$ cat src/rtl/sample_framer_if.sv
// sample_framer_if: sample-stream bundle around the framer.
//   ADC side      : valid, sample (to framer), ready (from framer)
//   Output side   : out_valid, out_data, out_first, out_last (from framer),
//                   out_ready (to framer)
// Modports:
//   master - environment side (ADC source + downstream sink)
//   slave  - the framer
interface sample_framer_if;
  logic       ready;
  logic       valid;
  logic [7:0] sample;
  logic       out_valid;
  logic       out_ready;
  logic [7:0] out_data;
  logic       out_first;
  logic       out_last;

  modport master (
    output valid, sample, out_ready,
    input  ready, out_valid, out_data, out_first, out_last
  );

  modport slave (
    input  valid, sample, out_ready,
    output ready, out_valid, out_data, out_first, out_last
  );
endinterface

$ cat src/rtl/sample_framer.sv
// sample_framer: accepts offset-binary ADC samples, converts them to two's
// complement and groups them into N-sample frames tagged first/last, buffered
// through a DEPTH-entry FIFO toward the Goertzel core.
// Ports:
//   clk        - system clock, rising edge
//   nrst       - synchronous active-low reset
//   start      - pulse; starts capture when idle
//   cont       - continuous mode, sampled on a frame's last accepted sample
//   busy       - capture in progress
//   frame_done - one-cycle pulse after a frame's last sample is accepted
//   bus        - ADC input handshake and tagged output stream (slave side)
module sample_framer #(
  parameter int unsigned N     = 205,
  parameter int unsigned DEPTH = 16
) (
  input  logic            clk,
  input  logic            nrst,
  input  logic            start,
  input  logic            cont,
  output logic            busy,
  output logic            frame_done,
  sample_framer_if.slave  bus
);

  localparam int unsigned IDX_W = $clog2(N);
  localparam int unsigned AW    = $clog2(DEPTH);
  localparam int unsigned CW    = AW + 1;

  localparam logic [IDX_W-1:0] IDX_LAST = IDX_W'(N - 1);
  localparam logic [CW-1:0]    CNT_FULL = CW'(DEPTH);

  // One FIFO entry: frame tags plus the signed sample.
  typedef struct packed {
    logic       first;
    logic       last;
    logic [7:0] data;
  } frame_word_t;

  typedef enum logic {
    S_IDLE    = 1'b0,
    S_CAPTURE = 1'b1
  } state_t;

  state_t           state_q, state_d;
  logic [IDX_W-1:0] idx_q, idx_d;
  logic             frame_done_q, frame_done_d;

  logic [AW-1:0]    wr_ptr_q, wr_ptr_d;
  logic [AW-1:0]    rd_ptr_q, rd_ptr_d;
  logic [CW-1:0]    count_q, count_d;
  frame_word_t      mem [DEPTH];

  frame_word_t      wr_word;
  frame_word_t      head;
  logic             fifo_full;
  logic             ready_c;
  logic             out_valid_c;
  logic             in_xfer;
  logic             out_xfer;
  logic             last_in;

  // Handshake decode, derived only from registered state.
  assign fifo_full   = (count_q == CNT_FULL);
  assign ready_c     = (state_q == S_CAPTURE) && !fifo_full;
  assign out_valid_c = (count_q != '0);
  assign in_xfer     = bus.valid && ready_c;
  assign out_xfer    = out_valid_c && bus.out_ready;
  assign last_in     = (idx_q == IDX_LAST);

  // Incoming word: flipping the MSB maps offset-binary onto two's complement.
  always_comb begin
    wr_word       = '0;
    wr_word.first = (idx_q == '0);
    wr_word.last  = last_in;
    wr_word.data  = bus.sample ^ 8'h80;
  end

  assign head = mem[rd_ptr_q];

  // Head is masked while empty so the outputs read zero out of reset.
  assign bus.ready     = ready_c;
  assign bus.out_valid = out_valid_c;
  assign bus.out_data  = out_valid_c ? head.data  : 8'h00;
  assign bus.out_first = out_valid_c ? head.first : 1'b0;
  assign bus.out_last  = out_valid_c ? head.last  : 1'b0;

  assign busy       = (state_q == S_CAPTURE);
  assign frame_done = frame_done_q;

  // Capture FSM: next state, sample index and frame_done pulse.
  always_comb begin
    state_d      = state_q;
    idx_d        = idx_q;
    frame_done_d = 1'b0;
    unique case (state_q)
      S_IDLE: begin
        if (start) begin
          state_d = S_CAPTURE;
          idx_d   = '0;
        end
      end
      S_CAPTURE: begin
        if (in_xfer) begin
          if (last_in) begin
            idx_d        = '0;
            frame_done_d = 1'b1;
            if (!cont) begin
              state_d = S_IDLE;
            end
          end else begin
            idx_d = idx_q + IDX_W'(1);
          end
        end
      end
      default: begin
        state_d = S_IDLE;
        idx_d   = '0;
      end
    endcase
  end

  // FIFO pointer/occupancy update; pointers wrap naturally at DEPTH.
  always_comb begin
    wr_ptr_d = wr_ptr_q;
    rd_ptr_d = rd_ptr_q;
    count_d  = count_q;
    if (in_xfer) begin
      wr_ptr_d = wr_ptr_q + AW'(1);
    end
    if (out_xfer) begin
      rd_ptr_d = rd_ptr_q + AW'(1);
    end
    unique case ({in_xfer, out_xfer})
      2'b10:   count_d = count_q + CW'(1);
      2'b01:   count_d = count_q - CW'(1);
      default: count_d = count_q;
    endcase
  end

  // Control registers.
  always_ff @(posedge clk) begin
    if (!nrst) begin
      state_q      <= S_IDLE;
      idx_q        <= '0;
      frame_done_q <= 1'b0;
      wr_ptr_q     <= '0;
      rd_ptr_q     <= '0;
      count_q      <= '0;
    end else begin
      state_q      <= state_d;
      idx_q        <= idx_d;
      frame_done_q <= frame_done_d;
      wr_ptr_q     <= wr_ptr_d;
      rd_ptr_q     <= rd_ptr_d;
      count_q      <= count_d;
    end
  end

  // FIFO storage; contents are don't-care until written.
  always_ff @(posedge clk) begin
    if (nrst && in_xfer) begin
      mem[wr_ptr_q] <= wr_word;
    end
  end

endmodule

$ cat src/flat_wrapper.sv
// flat-port wrapper written by rule: the top's interface ports become plain ports
module sample_framer_flat 
#(
  parameter int unsigned N     = 205,
  parameter int unsigned DEPTH = 16
)
  (clk, nrst, start, cont, busy, frame_done, bus_valid, bus_sample, bus_out_ready, bus_ready, bus_out_valid, bus_out_data, bus_out_first, bus_out_last);
  sample_framer_if bus_i ();
  input  logic clk;
  input  logic nrst;
  input  logic start;
  input  logic cont;
  output logic busy;
  output logic frame_done;
  input wire logic [$bits(bus_i.valid)-1:0] bus_valid;
  input wire logic [$bits(bus_i.sample)-1:0] bus_sample;
  input wire logic [$bits(bus_i.out_ready)-1:0] bus_out_ready;
  output wire logic [$bits(bus_i.ready)-1:0] bus_ready;
  output wire logic [$bits(bus_i.out_valid)-1:0] bus_out_valid;
  output wire logic [$bits(bus_i.out_data)-1:0] bus_out_data;
  output wire logic [$bits(bus_i.out_first)-1:0] bus_out_first;
  output wire logic [$bits(bus_i.out_last)-1:0] bus_out_last;
  assign bus_i.valid = bus_valid;
  assign bus_i.sample = bus_sample;
  assign bus_i.out_ready = bus_out_ready;
  assign bus_ready = bus_i.ready;
  assign bus_out_valid = bus_i.out_valid;
  assign bus_out_data = bus_i.out_data;
  assign bus_out_first = bus_i.out_first;
  assign bus_out_last = bus_i.out_last;
  sample_framer #(.N(N), .DEPTH(DEPTH)) u_core (.clk(clk), .nrst(nrst), .start(start), .cont(cont), .busy(busy), .frame_done(frame_done), .bus(bus_i));
endmodule
$ cat config.mk
export PLATFORM = sky130hd
export DESIGN_NAME = sample_framer_flat
export DESIGN_NICKNAME = d
export VERILOG_FILES = /design/src/rtl/sample_framer_if.sv /design/src/rtl/sample_framer.sv /design/src/flat_wrapper.sv
export SDC_FILE = /design/constraint.sdc
export NUM_CORES = 1
export LEC_CHECK = 0
export BUFFER_PORTS_ARGS = -buffer_cell sky130_fd_sc_hd__buf_2
export CELL_PAD_IN_SITES_DETAIL_PLACEMENT = 1
export CELL_PAD_IN_SITES_GLOBAL_PLACEMENT = 2
export CORE_AREA = 8 8 134 136
export CTS_BUF_LIST = sky130_fd_sc_hd__clkbuf_8
export CTS_CLUSTER_DIAMETER = 30
export CTS_CLUSTER_SIZE = 10
export DETAILED_ROUTE_END_ITERATION = 8
export DIE_AREA = 0 0 142 144
export PLACE_DENSITY = 0.88
export SYNTH_ARGS = -nofsm -noshare
export SYNTH_HDL_FRONTEND = slang
export SYNTH_SLANG_ARGS = --single-unit
export TNS_END_PERCENT = 100
$ cat constraint.sdc
create_clock -name clk -period 8.9 [get_ports clk]
set_input_delay 0.89 -clock clk [delete_from_list [all_inputs] [get_ports clk]]
set_output_delay 0.89 -clock clk [all_outputs]
set_load 0.01 [all_outputs]
== Yosys cells after proc, flatten, opt, wreduce, memory -nomap -nowiden ==
Memories as Yosys holds them, arrays and structs flattened. A register that Yosys moved wholly into a read port is not among the register bits.
Index checks and enable logic that the tools add are counted.
W data, S select, Z words.

* Reduce and logical (&&, ||, !) cells: 10
* Eq/ne operators: 6
* Mux-type cells: 18
* Add/subtract/negate cells: 5
* Bitwise operators: 2

{| class="wikitable"
|+ Operators with widths
! operator !! number
|-
| $mux W8 || 4
|-
| $pmux W8 S2 || 1
|-
| $pmux W5 S2 || 1
|-
| $mux W1 || 9
|-
| $add A4 B1 Y4 const B || 2
|-
| $add A8 B1 Y8 const B || 1
|-
| $eq A8 B8 Y1 const B || 1
|-
| $logic_not A8 Y1 || 1
|-
| $mux W4 || 2
|-
| $add A5 B1 Y5 const B || 1
|-
| $eq A5 B5 Y1 const B || 1
|-
| $reduce_bool A5 Y1 || 1
|-
| $sub A5 B1 Y5 const B || 1
|-
| $logic_and A1 B1 Y1 || 4
|-
| $ne A2 B2 Y1 const B || 2
|-
| $reduce_and A3 Y1 || 1
|-
| $eq A2 B1 Y1 const B || 1
|-
| $eq A2 B2 Y1 const B || 1
|-
| $not A1 Y1 || 2
|-
| $pmux W1 S2 || 1
|-
| $reduce_and A2 Y1 || 1
|-
| $reduce_bool A2 Y1 || 1
|-
| $logic_not A1 Y1 || 1
|}

* Memory bits (writable): 160
* Memories: 1
* Flip-flop bits (word level): 23
* Output and inout bits: 14

{| class="wikitable"
|+ Memory list
! memory !! words !! bits a word !! read ports !! clocked after memory_dff !! write ports !! RTL line !! RTL
|-
| u_core.mem || 16 || 10 || 1 || 1 || 1 || sample_framer.sv:51 || <nowiki>frame_word_t mem [DEPTH];</nowiki>
|}

== Logic depth before layout (Yosys ltp) ==
* Depth in word-level cells: 7
* Gate-level depth with buffers: 12

== Worst setup path before layout ==
OpenSTA, ideal clock, no wires.

* Path type: input to register
* Start point: in bus_valid
* End point: reg u_core.count_q[4]
* Slack: 5.982 ns
* Data required time: 8.760 ns
* Stages: 11
* Data arrival time: 2.778 ns
* Path through: nand2_1 -> a21oi_2 -> inv_2 -> ha_1 -> buf_2 -> xor2_1 -> ha_1 -> a21o_1 -> o311ai_1 -> o221a_2 -> o311ai_0

* Longest elaborated chain between the ends: 3
* Elaborated cells on any way between the ends: 5
* Those cells by class: eq/ne: 2; mux: 1; reduce/logical: 2

{| class="wikitable"
|+ Ends and longest elaborated chain
! element !! RTL line !! RTL
|-
| start: declaration || flat_wrapper.sv:15 || <nowiki>input wire logic [$bits(bus_i.valid)-1:0] bus_valid;</nowiki>
|-
| $logic_and A1 B1 Y1 * || sample_framer.sv:66 || <nowiki>assign in_xfer = bus.valid && ready_c;</nowiki>
|-
| $eq A2 B1 Y1 / $eq A2 B2 Y1 (equally long branches) || sample_framer.sv:133 || <nowiki>unique case ({in_xfer, out_xfer})</nowiki>
|-
| $pmux W5 S2 / $reduce_bool A2 Y1 (equally long branches) || n/a ||
|-
| end signal: assignment || sample_framer.sv:155 || <nowiki>count_q <= count_d;</nowiki>
|-
| end: declaration || sample_framer.sv:50 || <nowiki>logic [CW-1:0] count_q, count_d;</nowiki>
|}

Every way passes the cells marked *; elsewhere a longest branch is shown, timed or not.
A chain may end at the register's enable or synchronous reset.

==> out/metrics.cfg <==
[status]
status=finished, final reports clean

[worst_setup_path]
worst-r2r-cell-count=10
cp_num_buf_inv=2
crit_required_ns=8.01
rr_startpoint=u_core.busy$_SDFF_PN0_
worstPathArrival_ns=2.69
path_delay_family=buffers and inverters
cp_cell_sequence=buf_4 > mux4_2 > nor2b_1 > a211oi_1 > a211oi_1 > buf_2
slowest_stage=mux4_2
crit_fanout=40
cpPeakStageDelay_ns=0.59
crit_top_cell=a211oi_1
crit_path_start_kind=flip-flop
r2r-end=u_core.count_q[4]$_SDFFE_PN0P_
critPathCaptureType=output port
ff2ff_setup_slack_ns=5.72
critPathKind=reg2out

[clocking]
htreeDepth=4
cts_sinks=187
cts-root-buf=clkbuf_8
clock_latency_ns=0.45
clkTransAtPathRegs_ns=0.09
post_cts_buffers=0
cts_hold_buf=0
post_cts_resized=0
clockBufferDepth=2
cts_tree=done
cts_buffers=17

[power_and_ir_drop]
peakVddDrop_mv=0.1971
p_switching_w=0.0005460
powerDensity_nw_per_um2=228.5
seqPwrFrac=0.518
p_comb_frac=0.231
leakage_nw=2.626
total_power_w=0.001917
clkPwrFrac=0.251
power.internal_w=0.001371
switching_share=0.2847

[timing]
skew_ns=0.01144
min_period_ns=3.585
fin_crit_sh=0.4028
hold_viol=0
fin_tns_setup_ns=0
slew_headroom=0.2193
drv_slew=0
worst_pin_slew_ns=1.167
finalSetupViolCount=0
fmax_mhz=279.0
rsz0062_at_grt=no

[synthesis]
synth_area_um2=7746
synthTopCellsByArea=edfxtp_1 (62%), mux4_2 (12%), dfxtp_1 (7.0%)
synth_edf_count=160
synth.distinct_cells=55
avgSynthCellArea_um2=17.21
yosysTopAreaCell=edfxtp_1
ys_warn_count=0
synthArstFlopShare=0
ys_ff_latch=187
synth_top_area_share=0.6203
synth_flop_cell=edfxtp_1
seq_area_frac_synth=0.6900
synthCells=450
postSynthNetCount=475

[final_layout]
instances_no_fill=707
drive_gt1_frac=0.2238
final_common_cell=edfxtp_1
area_delta_synth_final_pct=8.335
mostFrequentLayoutCells=edfxtp_1 (160), mux4_2 (40), buf_2 (27), dfxtp_1 (25), a211oi_1 (20)
fill_cells=1513
fin_nets=502
antennaDiodeCount=0

[routing]
wire_per_inst_um=22.08
drc=0
vias=4031
drtIter0Drc=237
drtAntennaViolNets=0
finalWirelength_um=15610
viasPerCell=5.702
drt_first_pass_iters=5

[min_path]
min_to=u_core.idx_q[7]$_SDFFE_PN0P_
min_from=u_core.idx_q[7]$_SDFFE_PN0P_
hold_depth=1
hold_path.class=reg2reg

[die]
io_pins=28
die_area_um2=20450
start_util=0.4825
die_y_um=144
die_w_um=142
coreArea_um2=16050
fp-row-count=47

[global_routing]
grt_max_degree=41
grt_pass1_wl_um=24470
grt_overflow=0
track_usage=0.1623
grt_pass1_vias=4247
antenna_found_initial=0

[placement]
dp.cells=678
hpwlAfterDp_um=10250
io_buffers=27
gp_congestion=0.7638

[job]
cap_violations=0

==> cells in the mapped netlist, drive strengths merged, types with 3 or more instances <==
library cell	n
and3	3
or2	5
nand3	14
inv	10
clkbuf	8
o21ai	5
o211ai	6
o2bb2ai	3
mux4	40
xnor2	5
edfxtp	160
nand2	14
mux2i	13
a211oi	20
and2	5
a31oi	5
nor2b	14
dfxtp	27
buf	18
a21boi	4
ha	11
nor2	16
nand2b	9
a21oi	3
nor3	6
==> worst max-delay path by stage <==
stage,end,cells past startpoint,startpoint
after floorplan,u_core.count_q[4]$_SDFFE_PN0P_,11,bus_valid
after global placement,u_core.count_q[4]$_SDFFE_PN0P_,11,bus_valid
after detailed placement,u_core.count_q[4]$_SDFFE_PN0P_,11,bus_valid
after CTS,bus_out_last,6,flip-flop
after global routing,bus_out_last,6,flip-flop
final,bus_out_last,6,flip-flop
==> state kept, by name, summed over array words and instances (netlist names), named ones only <==
| register | count |
|---|---|
| u_core.mem | 160 |
| u_core.idx_q | 8 |
| u_core.count_q | 5 |
| u_core.rd_ptr_q | 4 |
| u_core.wr_ptr_q | 4 |
| u_core.busy | 1 |
| u_core.frame_done | 1 |
==> worst register-to-register path, cell delays in order, from the launching register on <==
cell	delay, ns
dfxtp_1	0.49
nand2_1	0.19
a21oi_2	0.46
inv_2	0.17
ha_1	0.36
xor2_1	0.19
ha_1	0.22
a21o_1	0.19
o311ai_1	0.42
o221a_2	0.26
o311ai_0	0.11
==> metal layers <==
layer | up-vias | part of all wire | GRT usage
met1 | 2102 | 0.42 | 0.1977
met2 | 78 | 0.53 | 0.2822
met5 | - | 0 | 0
li1 | 1842 | - | -
met4 | 0 | 0.0070 | 0.03957
met3 | 9 | 0.047 | 0.04325
==> metrics by stage <==
| stage | area (um^2) | hold slack, ns | setup WS, ns | utilization |
|---|---|---|---|---|
| final | 8392 | 0.4938 | 5.315 | 0.5227 |
| after global routing | 8392 | 0.5331 | 5.072 | 0.5227 |
| after CTS | 8392 | 0.5007 | 5.208 | 0.5227 |
| after detailed placement | 8069 | 0.4724 | 5.271 | 0.5026 |
| after global placement | 8069 | 0.4724 | 5.470 | 0.5026 |
| after floorplan | 7746 | 0.4468 | 5.982 | - |
==> logic make-up after synthesis <==
group | Yosys count | share of synthesized area
flip-flops | 187 | 0.6900
AND/OR/NAND/NOR | 99 | 0.07043
AO/OA/AOI/OAI | 58 | 0.05864
multiplexers | 53 | 0.1331
buffers and inverters | 36 | 0.02326
adder cells (fa/ha/maj) | 11 | 0.01777
XOR/XNOR | 6 | 0.006784
==> layout make-up <==
type | instances | area, um^2 | area share
Timing Repair Buffer | 34 | 187.7 | 0.02236
Tap cell | 220 | 275.3 | 0.03280
Clock buffer | 17 | 234.0 | 0.02788
Sequential cell | 187 | 5348 | 0.6372
Multi-Input combinational cell | 227 | 2221 | 0.2646
Clock inverter | 12 | 88.84 | 0.01059
Inverter | 10 | 37.54 | 0.004473
==> power groups by stage <==
stage | clock network (W) | logic (W) | registers (W)
finish | 0.000481 | 0.000442 | 0.000994
global route | 0.000524 | 0.000492 | 0.000998
floorplan | 0 | 0.000344 | 0.000999
global placement | 0 | 0.000439 | 0.00101
detailed placement | 0 | 0.000453 | 0.00101
CTS | 0.000497 | 0.000454 | 0.000994
Power figures use the tool's default switching activity.
